## config.mk

```make
export PLATFORM = sky130hd
export DESIGN_NAME = manual_step_gen
export DESIGN_NICKNAME = d
export VERILOG_FILES = /design/src/rtl/manual_step_gen.sv
export SDC_FILE = /design/constraint.sdc
export NUM_CORES = 1
export LEC_CHECK = 0
export ABC_AREA = 1
export BUFFER_PORTS_ARGS = -buffer_cell sky130_fd_sc_hd__buf_2
export CAP_MARGIN = 20
export CORE_MARGIN = 2
export CORE_UTILIZATION = 55
export CTS_BUF_LIST = sky130_fd_sc_hd__clkbuf_4 sky130_fd_sc_hd__clkbuf_8
export DETAILED_ROUTE_END_ITERATION = 7
export PLACE_DENSITY = 0.76
export SLEW_MARGIN = 10
export SYNTH_ARGS = -nofsm -noshare
export SYNTH_HDL_FRONTEND = slang
export SYNTH_SLANG_ARGS = --single-unit
```

## constraint.sdc

```tcl
create_clock -name clk_in1 -period 3.1 [get_ports clk_in1]
set_clock_uncertainty 0.05 [all_clocks]
set_input_delay 0.62 -clock clk_in1 [delete_from_list [all_inputs] [get_ports clk_in1]]
set_output_delay 0.62 -clock clk_in1 [all_outputs]
set_load 0.02 [all_outputs]
```

## src/rtl/manual_step_gen.sv

```systemverilog
`default_nettype none
// +--------------------------------------------------------------------------+
// | manual_step_gen: debounced single-step clock pulse and switch conditioner |
// | Rev 1.0 - initial release                                                 |
// +--------------------------------------------------------------------------+
module manual_step_gen #(
  parameter int DEBOUNCE_CYCLES = 1000000,
  parameter int CNT_W           = 20,
  parameter int PULSE_CYCLES    = 8,
  parameter int SW_W            = 2
) (
  input  logic            clk_in1,
  input  logic            resetn,
  input  logic            btn_raw,
  input  logic [SW_W-1:0] sw_raw,
  output logic            manual_clk,
  output logic [SW_W-1:0] sw_stable,
  output logic [15:0]     step_count,
  output logic            busy
);

  localparam logic [CNT_W-1:0] C_DEB_LAST   = CNT_W'(DEBOUNCE_CYCLES - 1);
  localparam logic [CNT_W-1:0] C_PULSE_LAST = CNT_W'(PULSE_CYCLES - 1);

  localparam logic [2:0] S_IDLE         = 3'd0;
  localparam logic [2:0] S_PRESS_WAIT   = 3'd1;
  localparam logic [2:0] S_PULSE        = 3'd2;
  localparam logic [2:0] S_HELD         = 3'd3;
  localparam logic [2:0] S_RELEASE_WAIT = 3'd4;

  logic            btn_meta_q, btn_s_q;
  logic [SW_W-1:0] sw_meta_q, sw_s_q, sw_prev_q;

  logic [2:0]       state_q, state_d;
  logic [CNT_W-1:0] bcnt_q, bcnt_d;
  logic             manual_clk_q, manual_clk_d;
  logic             busy_q, busy_d;
  logic [15:0]      step_count_q, step_count_d;

  logic [CNT_W-1:0] scnt_q, scnt_d;
  logic [SW_W-1:0]  sw_stable_q, sw_stable_d;

  always_ff @(posedge clk_in1 or negedge resetn) begin
    if (!resetn) begin
      btn_meta_q <= 1'b0;
      btn_s_q    <= 1'b0;
      sw_meta_q  <= '0;
      sw_s_q     <= '0;
      sw_prev_q  <= '0;
    end else begin
      btn_meta_q <= btn_raw;
      btn_s_q    <= btn_meta_q;
      sw_meta_q  <= sw_raw;
      sw_s_q     <= sw_meta_q;
      sw_prev_q  <= sw_s_q;
    end
  end

  // bcnt is shared: debounce count in the wait states, pulse width in PULSE.
  always_comb begin
    state_d      = state_q;
    bcnt_d       = bcnt_q;
    manual_clk_d = manual_clk_q;
    step_count_d = step_count_q;
    case (state_q)
      S_IDLE: begin
        bcnt_d = '0;
        if (btn_s_q) state_d = S_PRESS_WAIT;
      end
      S_PRESS_WAIT: begin
        if (!btn_s_q) begin
          state_d = S_IDLE;
          bcnt_d  = '0;
        end else if (bcnt_q == C_DEB_LAST) begin
          state_d      = S_PULSE;
          bcnt_d       = '0;
          manual_clk_d = 1'b1;
          step_count_d = step_count_q + 16'd1;
        end else begin
          bcnt_d = bcnt_q + 1'b1;
        end
      end
      S_PULSE: begin
        if (bcnt_q == C_PULSE_LAST) begin
          state_d      = S_HELD;
          bcnt_d       = '0;
          manual_clk_d = 1'b0;
        end else begin
          bcnt_d = bcnt_q + 1'b1;
        end
      end
      S_HELD: begin
        bcnt_d = '0;
        if (!btn_s_q) state_d = S_RELEASE_WAIT;
      end
      S_RELEASE_WAIT: begin
        if (btn_s_q) begin
          state_d = S_HELD;
          bcnt_d  = '0;
        end else if (bcnt_q == C_DEB_LAST) begin
          state_d = S_IDLE;
          bcnt_d  = '0;
        end else begin
          bcnt_d = bcnt_q + 1'b1;
        end
      end
      default: begin
        state_d      = S_IDLE;
        bcnt_d       = '0;
        manual_clk_d = 1'b0;
      end
    endcase
    busy_d = (state_d != S_IDLE);
  end

  always_ff @(posedge clk_in1 or negedge resetn) begin
    if (!resetn) begin
      state_q      <= S_IDLE;
      bcnt_q       <= '0;
      manual_clk_q <= 1'b0;
      busy_q       <= 1'b0;
      step_count_q <= '0;
    end else begin
      state_q      <= state_d;
      bcnt_q       <= bcnt_d;
      manual_clk_q <= manual_clk_d;
      busy_q       <= busy_d;
      step_count_q <= step_count_d;
    end
  end

  // Whole vector is latched in one go, so a multi-bit change never appears piecemeal.
  always_comb begin
    sw_stable_d = sw_stable_q;
    scnt_d      = scnt_q;
    if (sw_s_q == sw_stable_q) begin
      scnt_d = '0;
    end else if (sw_s_q != sw_prev_q) begin
      scnt_d = '0;
    end else if (scnt_q == C_DEB_LAST) begin
      sw_stable_d = sw_s_q;
      scnt_d      = '0;
    end else begin
      scnt_d = scnt_q + 1'b1;
    end
  end

  always_ff @(posedge clk_in1 or negedge resetn) begin
    if (!resetn) begin
      scnt_q      <= '0;
      sw_stable_q <= '0;
    end else begin
      scnt_q      <= scnt_d;
      sw_stable_q <= sw_stable_d;
    end
  end

  assign manual_clk = manual_clk_q;
  assign busy       = busy_q;
  assign step_count = step_count_q;
  assign sw_stable  = sw_stable_q;

endmodule
`default_nettype wire

```

==> results of run 1 <==
cell families (layout without fill, tap and decap cells):
logic type      after synthesis  after routing  share of synthesized area, %
buf+inv                      66            101                          7.43
flops                        71             71                          46.9
fa+ha+maj                     3              3                         0.991
simple gates                278            278                          32.1
xor+xnor                     39             39                          9.01
compound gates               26             26                          3.63
state kept, by name, summed over array words and instances (netlist names):
signal	count
state_q	3
manual_clk	1
sw_meta_q	2
btn_meta_q	1
sw_stable	2
sw_prev_q	2
step_count	16
btn_s_q	1
sw_s_q	2
scnt_q	20
bcnt_q	20
busy	1
cell usage in the layout (no fill, tap or decap), drive strengths merged:
cell type / n
nand2: 109
nor2: 106
dfrtp: 71
inv: 60
xor2: 29
nand3: 26
buf: 25
nor3: 18
o21ai: 17
nand4: 13
xnor2: 10
clkbuf: 10
a21oi: 9
ha: 3
clkinv: 3
nor3b: 2
clkinvlp: 2
nand3b: 2
and3: 1
or2: 1
bufinv: 1
report_power, final:
group / switching, uW / internal, uW / leakage (uW)
Clock: 345 / 389 / 0.0000981
Sequential: 6.61 / 935 / 0.000967
Combinational: 41.7 / 13.6 / 0.000799
Total: 393 / 1340 / 0.00186
metrics by stage:
step           instance area [um2]  total power, uW
4_1_cts                       4170             1750
2_1_floorplan                 3790              989
5_1_grt                       4170             1800
3_3_place_gp                  3970             1010
6_report                      4170             1730
3_5_place_dp                  3970             1020
Yosys cell counts, drive strengths merged:
| cell type | n |
|---|---|
| xor2 | 29 |
| and3 | 1 |
| dfrtp | 71 |
| o21ai | 17 |
| nor3 | 18 |
| xnor2 | 10 |
| ha | 3 |
| nand3b | 2 |
| nand2 | 109 |
| nor3b | 2 |
| buf | 5 |
| nand3 | 26 |
| nor2 | 106 |
| inv | 60 |
| nand4 | 13 |
| clkbuf | 1 |
| a21oi | 9 |
| or2 | 1 |
how the worst min path moves through the flow:
stage,from,end,depth (start not counted)
2_1_floorplan,resetn,bcnt_q[0],0
3_3_place_gp,btn_meta_q,btn_s_q,0
3_5_place_dp,btn_meta_q,btn_s_q,0
4_1_cts,resetn,sw_s_q[1],2
5_1_grt,resetn,sw_s_q[1],2
6_report,resetn,sw_prev_q[1],2
routing by layer:
layer  global-route usage, %  part of all wire (%)  vias to the layer above
met5                       0                     0                        -
met4                    9.52                   1.9                        0
met3                    3.60                   2.8                       12
met2                    35.2                    47                       47
met1                    28.5                    48                     1464
li1                        -                     -                     1560
area by class of cell:
class / count / area share, %
repair buffers: 25 / 3.36
clock buffers: 10 / 3.30
flip-flops and latches: 71 / 42.6
multi-input cells: 346 / 41.5
clock inverters: 6 / 1.44
well taps: 80 / 2.40
inverters: 60 / 5.40
==> impl_metrics.env, run 1 <==
export IMPL_dp_cells=582
export IMPL_clk_latency_ps=340
export IMPL_synth_top_area_share_pct=46.9
export IMPL_worstMarginPinSlew_ps=608
export IMPL_nets=521
export IMPL_r2r_slack_ps=980
export IMPL_crit_family="simple AND/OR/NAND/NOR gates"
export IMPL_rr_worst_depth=10
export IMPL_syn_inst=483
export IMPL_synth_cell_area_um2=3790
export IMPL_fin_setup_tns_ps=0
export IMPL_drt_pass1_iter_count=4
export IMPL_path_class="register to register"
export IMPL_r2r_end="bcnt_q[18]"
export IMPL_fp_dieH_um=87.0
export IMPL_hold_path_class="primary input to asynchronous set/reset pin"
export IMPL_leakage_uw=0.00186
export IMPL_drive_above_1_share_pct=11.6
export IMPL_vias_per_cell=5.16
export IMPL_grt_first_pass_wirelength_mm=13.0
export IMPL_cp_cell_sequence="ha_1, nand2_1, inv_1, nand2_1, nor2_1, nand3_1, nand3_1, o21ai_1, inv_1, nor2_1"
export IMPL_cts_resized=0
export IMPL_start_util_pct=56.4
export IMPL_syn_nets=491
export IMPL_clkSinkCount=71
export IMPL_synth_cell_types=28
export IMPL_overflow=0
export IMPL_core_area_um2=6720
export IMPL_cts_max_level=3
export IMPL_yosysSeqAreaShare_pct=46.9
export IMPL_stdcell_count=598
export IMPL_required_ps=3250
export IMPL_die_x_um=87.0
export IMPL_vias=3083
export IMPL_cts_tree="done"
export IMPL_whs_ps=235
export IMPL_grt_max_degree=72
export IMPL_multiInputGateArea_um2=1730
export IMPL_synth_area_leader_cell="dfrtp_1"
export IMPL_crit_end="bcnt_q[18]"
export IMPL_fillers=603
export IMPL_diodes=0
export IMPL_clock_fmax_ghz=0.471
export IMPL_dp_slack_ps=1010
export IMPL_fin_crit_ps=2120
export IMPL_r2r_start="bcnt_q[0]"
export IMPL_p_per_area_nw_per_um2=415
export IMPL_setup_viol=0
export IMPL_grt_usage_pct=21.6
export IMPL_wirelength_mm=7.26
export IMPL_startpoint="bcnt_q[0]"
export IMPL_max_stage_delay_ps=450
export IMPL_port_buffer_count=24
export IMPL_post_cts_setup_buffer_count=0
export IMPL_hold_violations=0
export IMPL_cts_root_buf="clkbuf_8"
export IMPL_wire_per_inst_um=12.1
export IMPL_clk_pin_slew_ps=80
export IMPL_crit_path_start_kind="register"
export IMPL_worstPathArrival_ps=2270
export IMPL_cap_viol_max_count=0
export IMPL_drcViolationCount=0
export IMPL_end_kind="register"
export IMPL_ir_drop_uv=394
export IMPL_yosys_register_bits=71
export IMPL_cp_max_fo=20
export IMPL_place_congestion=0.909
export IMPL_postCtsHoldBufs=0
export IMPL_crit_cells=10
export IMPL_dieArea_um2=7570
export IMPL_grt_pass1_vias=3089
export IMPL_seq_area_um2=1780
export IMPL_dp_hpwl_mm=5.24
export IMPL_cts_made_buffers=9
export IMPL_path_buf_inv=2
export IMPL_yosys_warnings=0
export IMPL_antenna_found_initial=0
export IMPL_area_growth_pct=10.1
export IMPL_rsz0062_at_grt="no"
export IMPL_cp_slowest_cell="inv_1"
export IMPL_slew_headroom_pct=59.4
export IMPL_ant_nets=0
export IMPL_rows=30
export IMPL_worst_slack_ps=979
export IMPL_layout_worst_path_cycle_share_pct=68.4
export IMPL_yosys_top_cells_area="dfrtp_1 47%, nand2_1 11%, nor2_1 10%"
export IMPL_status="finished, final reports clean"
export IMPL_slew_viol_final=0
export IMPL_clk_path_buf_depth=2
export IMPL_postSynthAreaPerCell_um2=7.85
export IMPL_ios=25
export IMPL_final_util_pct=62.1
export IMPL_drt_iter0_drc=129
Note: power is estimated with default switching activity, not from simulation.
==> run 2, diff against run 1 <==
- clock period: 3.1 -> 2.1 ns (I/O delays scaled with it)
==> impl_metrics.env, run 2 (synthesis results as in run 1) <==
export IMPL_path_class="register to register"
export IMPL_start_util_pct=56.4
export IMPL_clk_path_buf_depth=2
export IMPL_crit_path_start_kind="register"
export IMPL_grt_first_pass_wirelength_mm=13.1
export IMPL_layout_commonest_cell="nand2_1"
export IMPL_end_kind="register"
export IMPL_cts_tree="done"
export IMPL_dp_hpwl_mm=5.49
export IMPL_stdcell_count=603
export IMPL_clk_latency_ps=340
export IMPL_dp_cells=587
export IMPL_dieArea_um2=7570
export IMPL_wirelength_mm=7.38
export IMPL_grt_pass1_vias=3015
export IMPL_clock_fmax_ghz=0.545
export IMPL_rows=30
export IMPL_mostFrequentLayoutCells="108 x nand2_1, 101 x nor2_1, 71 x dfrtp_1"
export IMPL_ios=25
export IMPL_dp_slack_ps=262
export IMPL_status="finished, final reports clean"
export IMPL_grt_usage_pct=22.0
export IMPL_antenna_found_initial=0
export IMPL_required_ps=2290
export IMPL_hold_path_class="primary input to register"
export IMPL_leakage_uw=0.00189
export IMPL_fp_dieH_um=87.0
export IMPL_seq_area_um2=1780
export IMPL_max_stage_delay_ps=370
export IMPL_multiInputGateArea_um2=1730
export IMPL_ir_drop_uv=414
export IMPL_drcViolationCount=0
export IMPL_cts_max_level=3
export IMPL_p_per_area_nw_per_um2=580
export IMPL_fin_setup_tns_ps=0
export IMPL_rsz0062_at_grt="no"
export IMPL_clk_pin_slew_ps=70
export IMPL_nets=527
export IMPL_cts_root_buf="clkbuf_8"
export IMPL_diodes=0
export IMPL_wire_per_inst_um=12.2
export IMPL_core_area_um2=6720
export IMPL_vias_per_cell=5.12
export IMPL_overflow=0
export IMPL_fin_crit_ps=1830
export IMPL_cp_cell_sequence="ha_1, nand2_1, nor2_1, nand2_1, nor2_1, nand4_1, nand2_2, inv_1, nand2_1, nor2_1"
export IMPL_layout_worst_path_cycle_share_pct=87.4
export IMPL_drt_iter0_drc=100
export IMPL_slew_viol_final=0
export IMPL_place_congestion=0.956
export IMPL_hold_violations=0
export IMPL_grt_max_degree=30
export IMPL_ant_nets=0
export IMPL_cp_slowest_cell="dfrtp_1"
export IMPL_slew_headroom_pct=65.7
export IMPL_worstMarginPinSlew_ps=515
export IMPL_cts_made_buffers=9
export IMPL_cp_max_fo=15
export IMPL_worstPathArrival_ps=2030
export IMPL_die_x_um=87.0
export IMPL_area_growth_pct=10.9
export IMPL_worst_slack_ps=265
export IMPL_fillers=588
export IMPL_port_buffer_count=24
export IMPL_setup_viol=0
export IMPL_vias=3085
export IMPL_drive_above_1_share_pct=12.2
export IMPL_final_util_pct=62.5
export IMPL_cap_viol_max_count=0
export IMPL_post_cts_setup_buffer_count=0
export IMPL_drt_pass1_iter_count=4
export IMPL_clkSinkCount=71
==> run 2: area by class of cell <==
type / instances / share of cell area [%]
inverters: 60 / 5.36
clock inverters: 4 / 0.536
repair buffers: 31 / 4.76
multi-input cells: 346 / 41.2
flip-flops and latches: 71 / 42.3
well taps: 80 / 2.38
clock buffers: 11 / 3.45
==> run 2: worst max-delay path: cells and delay by family, from the launching register on <==
family	cells	cell delay (ps)
adders and majority gates	1	180
buffers and inverters	1	150
DFF	1	370
and+or+nand+nor	8	990
==> run 2: report_power, final <==
group	internal [uW]	total (uW)	switching (uW)	leakage (uW)
clock	461	956	495	0.0000884
combinational	27.2	90.6	63.4	0.000832
sequential	1380	1390	9.96	0.000967
total	1870	2440	568	0.00189
==> run 2: repair_timing <==
item,CTS,global route
hold buffers,1,0
endpoints found under the hold margin,2,0
gates resized for setup,0,0
==> run 2: metal layers <==
metal	GRT usage, %	wire length, um	vias up
met5	0	0	-
met4	10.5	109	0
met3	5.12	230	12
met2	34.1	3500	56
met1	29.0	3540	1441
li1	-	-	1576
==> run 2: through the flow <==
step	total power [uW]	instance area (um2)	hold WS, ps
after floorplan	1460	3790	74.4
after global placement	1510	4020	283
after detailed placement	1510	4020	285
after CTS	2460	4200	126
after global routing	2540	4200	120
final	2440	4200	136
==> run 2: final timing paths <==
| check | cells past startpoint | slack [ps] | to | startpoint |
|---|---|---|---|---|
| worst max-delay path | 10 | 270 | scnt_q[19] | scnt_q[0] |
| worst min-delay path | 1 | 140 | sw_meta_q[1] | sw_raw[1] |
| worst max register to register | 10 | 270 | scnt_q[19] | scnt_q[0] |
| worst min register to register | 0 | 300 | btn_s_q | btn_meta_q |
| max in group asynchronous | 3 | 940 | bcnt_q[18] | resetn |
| min in group asynchronous | 2 | 530 | scnt_q[17] | resetn |
==> run 3, diff against run 2 <==
- clock period: 2.1 -> 2.14 ns (I/O delays scaled with it)
==> impl_metrics.env, run 3 (synthesis results as in run 1) <==
export IMPL_end_kind="register"
export IMPL_core_area_um2=6720
export IMPL_drive_above_1_share_pct=12.3
export IMPL_comb_power_share_pct=3.7
export IMPL_required_ps=2330
export IMPL_layout_commonest_cell="nand2_1"
export IMPL_slew_viol_final=0
export IMPL_vias=3089
export IMPL_grt_first_pass_wirelength_mm=13.1
export IMPL_p_clk_share_pct=39.3
export IMPL_start_util_pct=56.4
export IMPL_clkSinkCount=71
export IMPL_rsz0062_at_grt="no"
export IMPL_place_congestion=0.956
export IMPL_postCtsHoldBufs=0
export IMPL_dp_slack_ps=302
export IMPL_cts_max_level=3
export IMPL_post_cts_setup_buffer_count=0
export IMPL_ir_drop_uv=411
export IMPL_cts_resized=0
export IMPL_switching_power_uw=559
export IMPL_path_class="register to register"
export IMPL_area_growth_pct=10.6
export IMPL_fin_setup_tns_ps=0
export IMPL_r2r_slack_ps=300
export IMPL_p_per_area_nw_per_um2=571
export IMPL_layout_worst_path_cycle_share_pct=85.8
export IMPL_clk_path_buf_depth=2
export IMPL_ios=25
export IMPL_hold_violations=0
export IMPL_hold_path_class="primary input to asynchronous set/reset pin"
export IMPL_cp_max_fo=15
export IMPL_clk_pin_slew_ps=70
export IMPL_leakage_uw=0.00188
export IMPL_antenna_found_initial=0
export IMPL_cts_root_buf="clkbuf_8"
export IMPL_grt_usage_pct=22.0
export IMPL_drt_iter0_drc=101
export IMPL_setup_viol=0
export IMPL_clk_latency_ps=340
export IMPL_worst_slack_ps=304
export IMPL_drt_pass1_iter_count=4
export IMPL_rows=30
export IMPL_switching_share_pct=23.4
export IMPL_slew_headroom_pct=66.2
export IMPL_diodes=0
export IMPL_fp_dieH_um=87.0
export IMPL_nets=526
export IMPL_die_x_um=87.0
export IMPL_dp_hpwl_mm=5.49
export IMPL_grt_max_degree=30
export IMPL_cts_made_buffers=9
export IMPL_internal_power_uw=1830
export IMPL_wirelength_mm=7.39
export IMPL_mostFrequentLayoutCells="108 x nand2_1, 101 x nor2_1, 71 x dfrtp_1"
export IMPL_wire_per_inst_um=12.3
export IMPL_grt_pass1_vias=3009
export IMPL_drcViolationCount=0
export IMPL_worstPathArrival_ps=2020
export IMPL_ant_nets=0
export IMPL_cap_viol_max_count=0
export IMPL_overflow=0
export IMPL_clock_fmax_ghz=0.545
export IMPL_fin_crit_ps=1840
export IMPL_r2r_end="scnt_q[19]"
export IMPL_crit_path_start_kind="register"
export IMPL_status="finished, final reports clean"
export IMPL_port_buffer_count=24
export IMPL_dieArea_um2=7570
export IMPL_r2r_start="scnt_q[0]"
export IMPL_vias_per_cell=5.13
export IMPL_worstMarginPinSlew_ps=507
export IMPL_cts_tree="done"
export IMPL_rr_worst_depth=10
export IMPL_p_seq_share_pct=57.0
run 3: changes by cell type in the layout (fill, tap and decap cells not counted):
cell           before  now
dlygate4sd3_1       1    0
run 3: metal layers:
metal	up-vias	wire [um]	share of wire [%]	GRT usage, %
met5	-	0	0	0
li1	1575	-	-	-
met4	0	138	1.9	9.80
met2	58	3460	47	33.9
met3	15	247	3.3	6.26
met1	1441	3540	48	28.9
run 3: worst max-delay path, cell delays in order (launching register included):
cell and delay, ps:
dfrtp_1 370, ha_1 180, nand2_1 80, nor2_1 120, nand2_1 100, nor2_1 140, nand4_1 160, nand2_2 260
inv_1 150, nand2_1 90, nor2_1 40
run 3: area by class of cell:
cell class | count | area, um2
Fill cell | 589 | 2530
Sequential cell | 71 | 1780
Multi-Input combinational cell | 346 | 1730
Inverter | 60 | 225
Timing Repair Buffer | 30 | 190
Clock buffer | 11 | 145
Tap cell | 80 | 100
Clock inverter | 4 | 22.5
run 3: worst max-delay path by stage:
| stage | from | to | slack [ps] |
|---|---|---|---|
| final | scnt_q[0] | scnt_q[19] | 300 |
| after global routing | scnt_q[0] | scnt_q[17] | 70 |
| after CTS | scnt_q[0] | scnt_q[19] | 300 |
| after detailed placement | scnt_q[0] | scnt_q[19] | 300 |
| after global placement | scnt_q[0] | scnt_q[19] | 420 |
| after floorplan | bcnt_q[0] | bcnt_q[12] | 600 |
run 3: power groups by stage:
stage / clock network [uW] / registers (uW) / logic [uW]
2_1_floorplan: 0 / 1390 / 43.0
3_3_place_gp: 0 / 1390 / 87.3
3_5_place_dp: 0 / 1390 / 89.9
4_1_cts: 958 / 1360 / 90.0
5_1_grt: 1020 / 1370 / 102
6_report: 940 / 1360 / 87.5
run 3: stage by stage:
stage                     power, uW  instance area, um2  utilization, %  hold WS, ps  instances
after floorplan                1430                3790               -         82.4        483
after global placement         1480                4020            59.9          283        587
after detailed placement       1480                4020            59.9          285        587
after CTS                      2410                4190            62.4         7.90        602
after global routing           2490                4190            62.4         18.3        602
final                          2390                4190            62.4         2.17        602
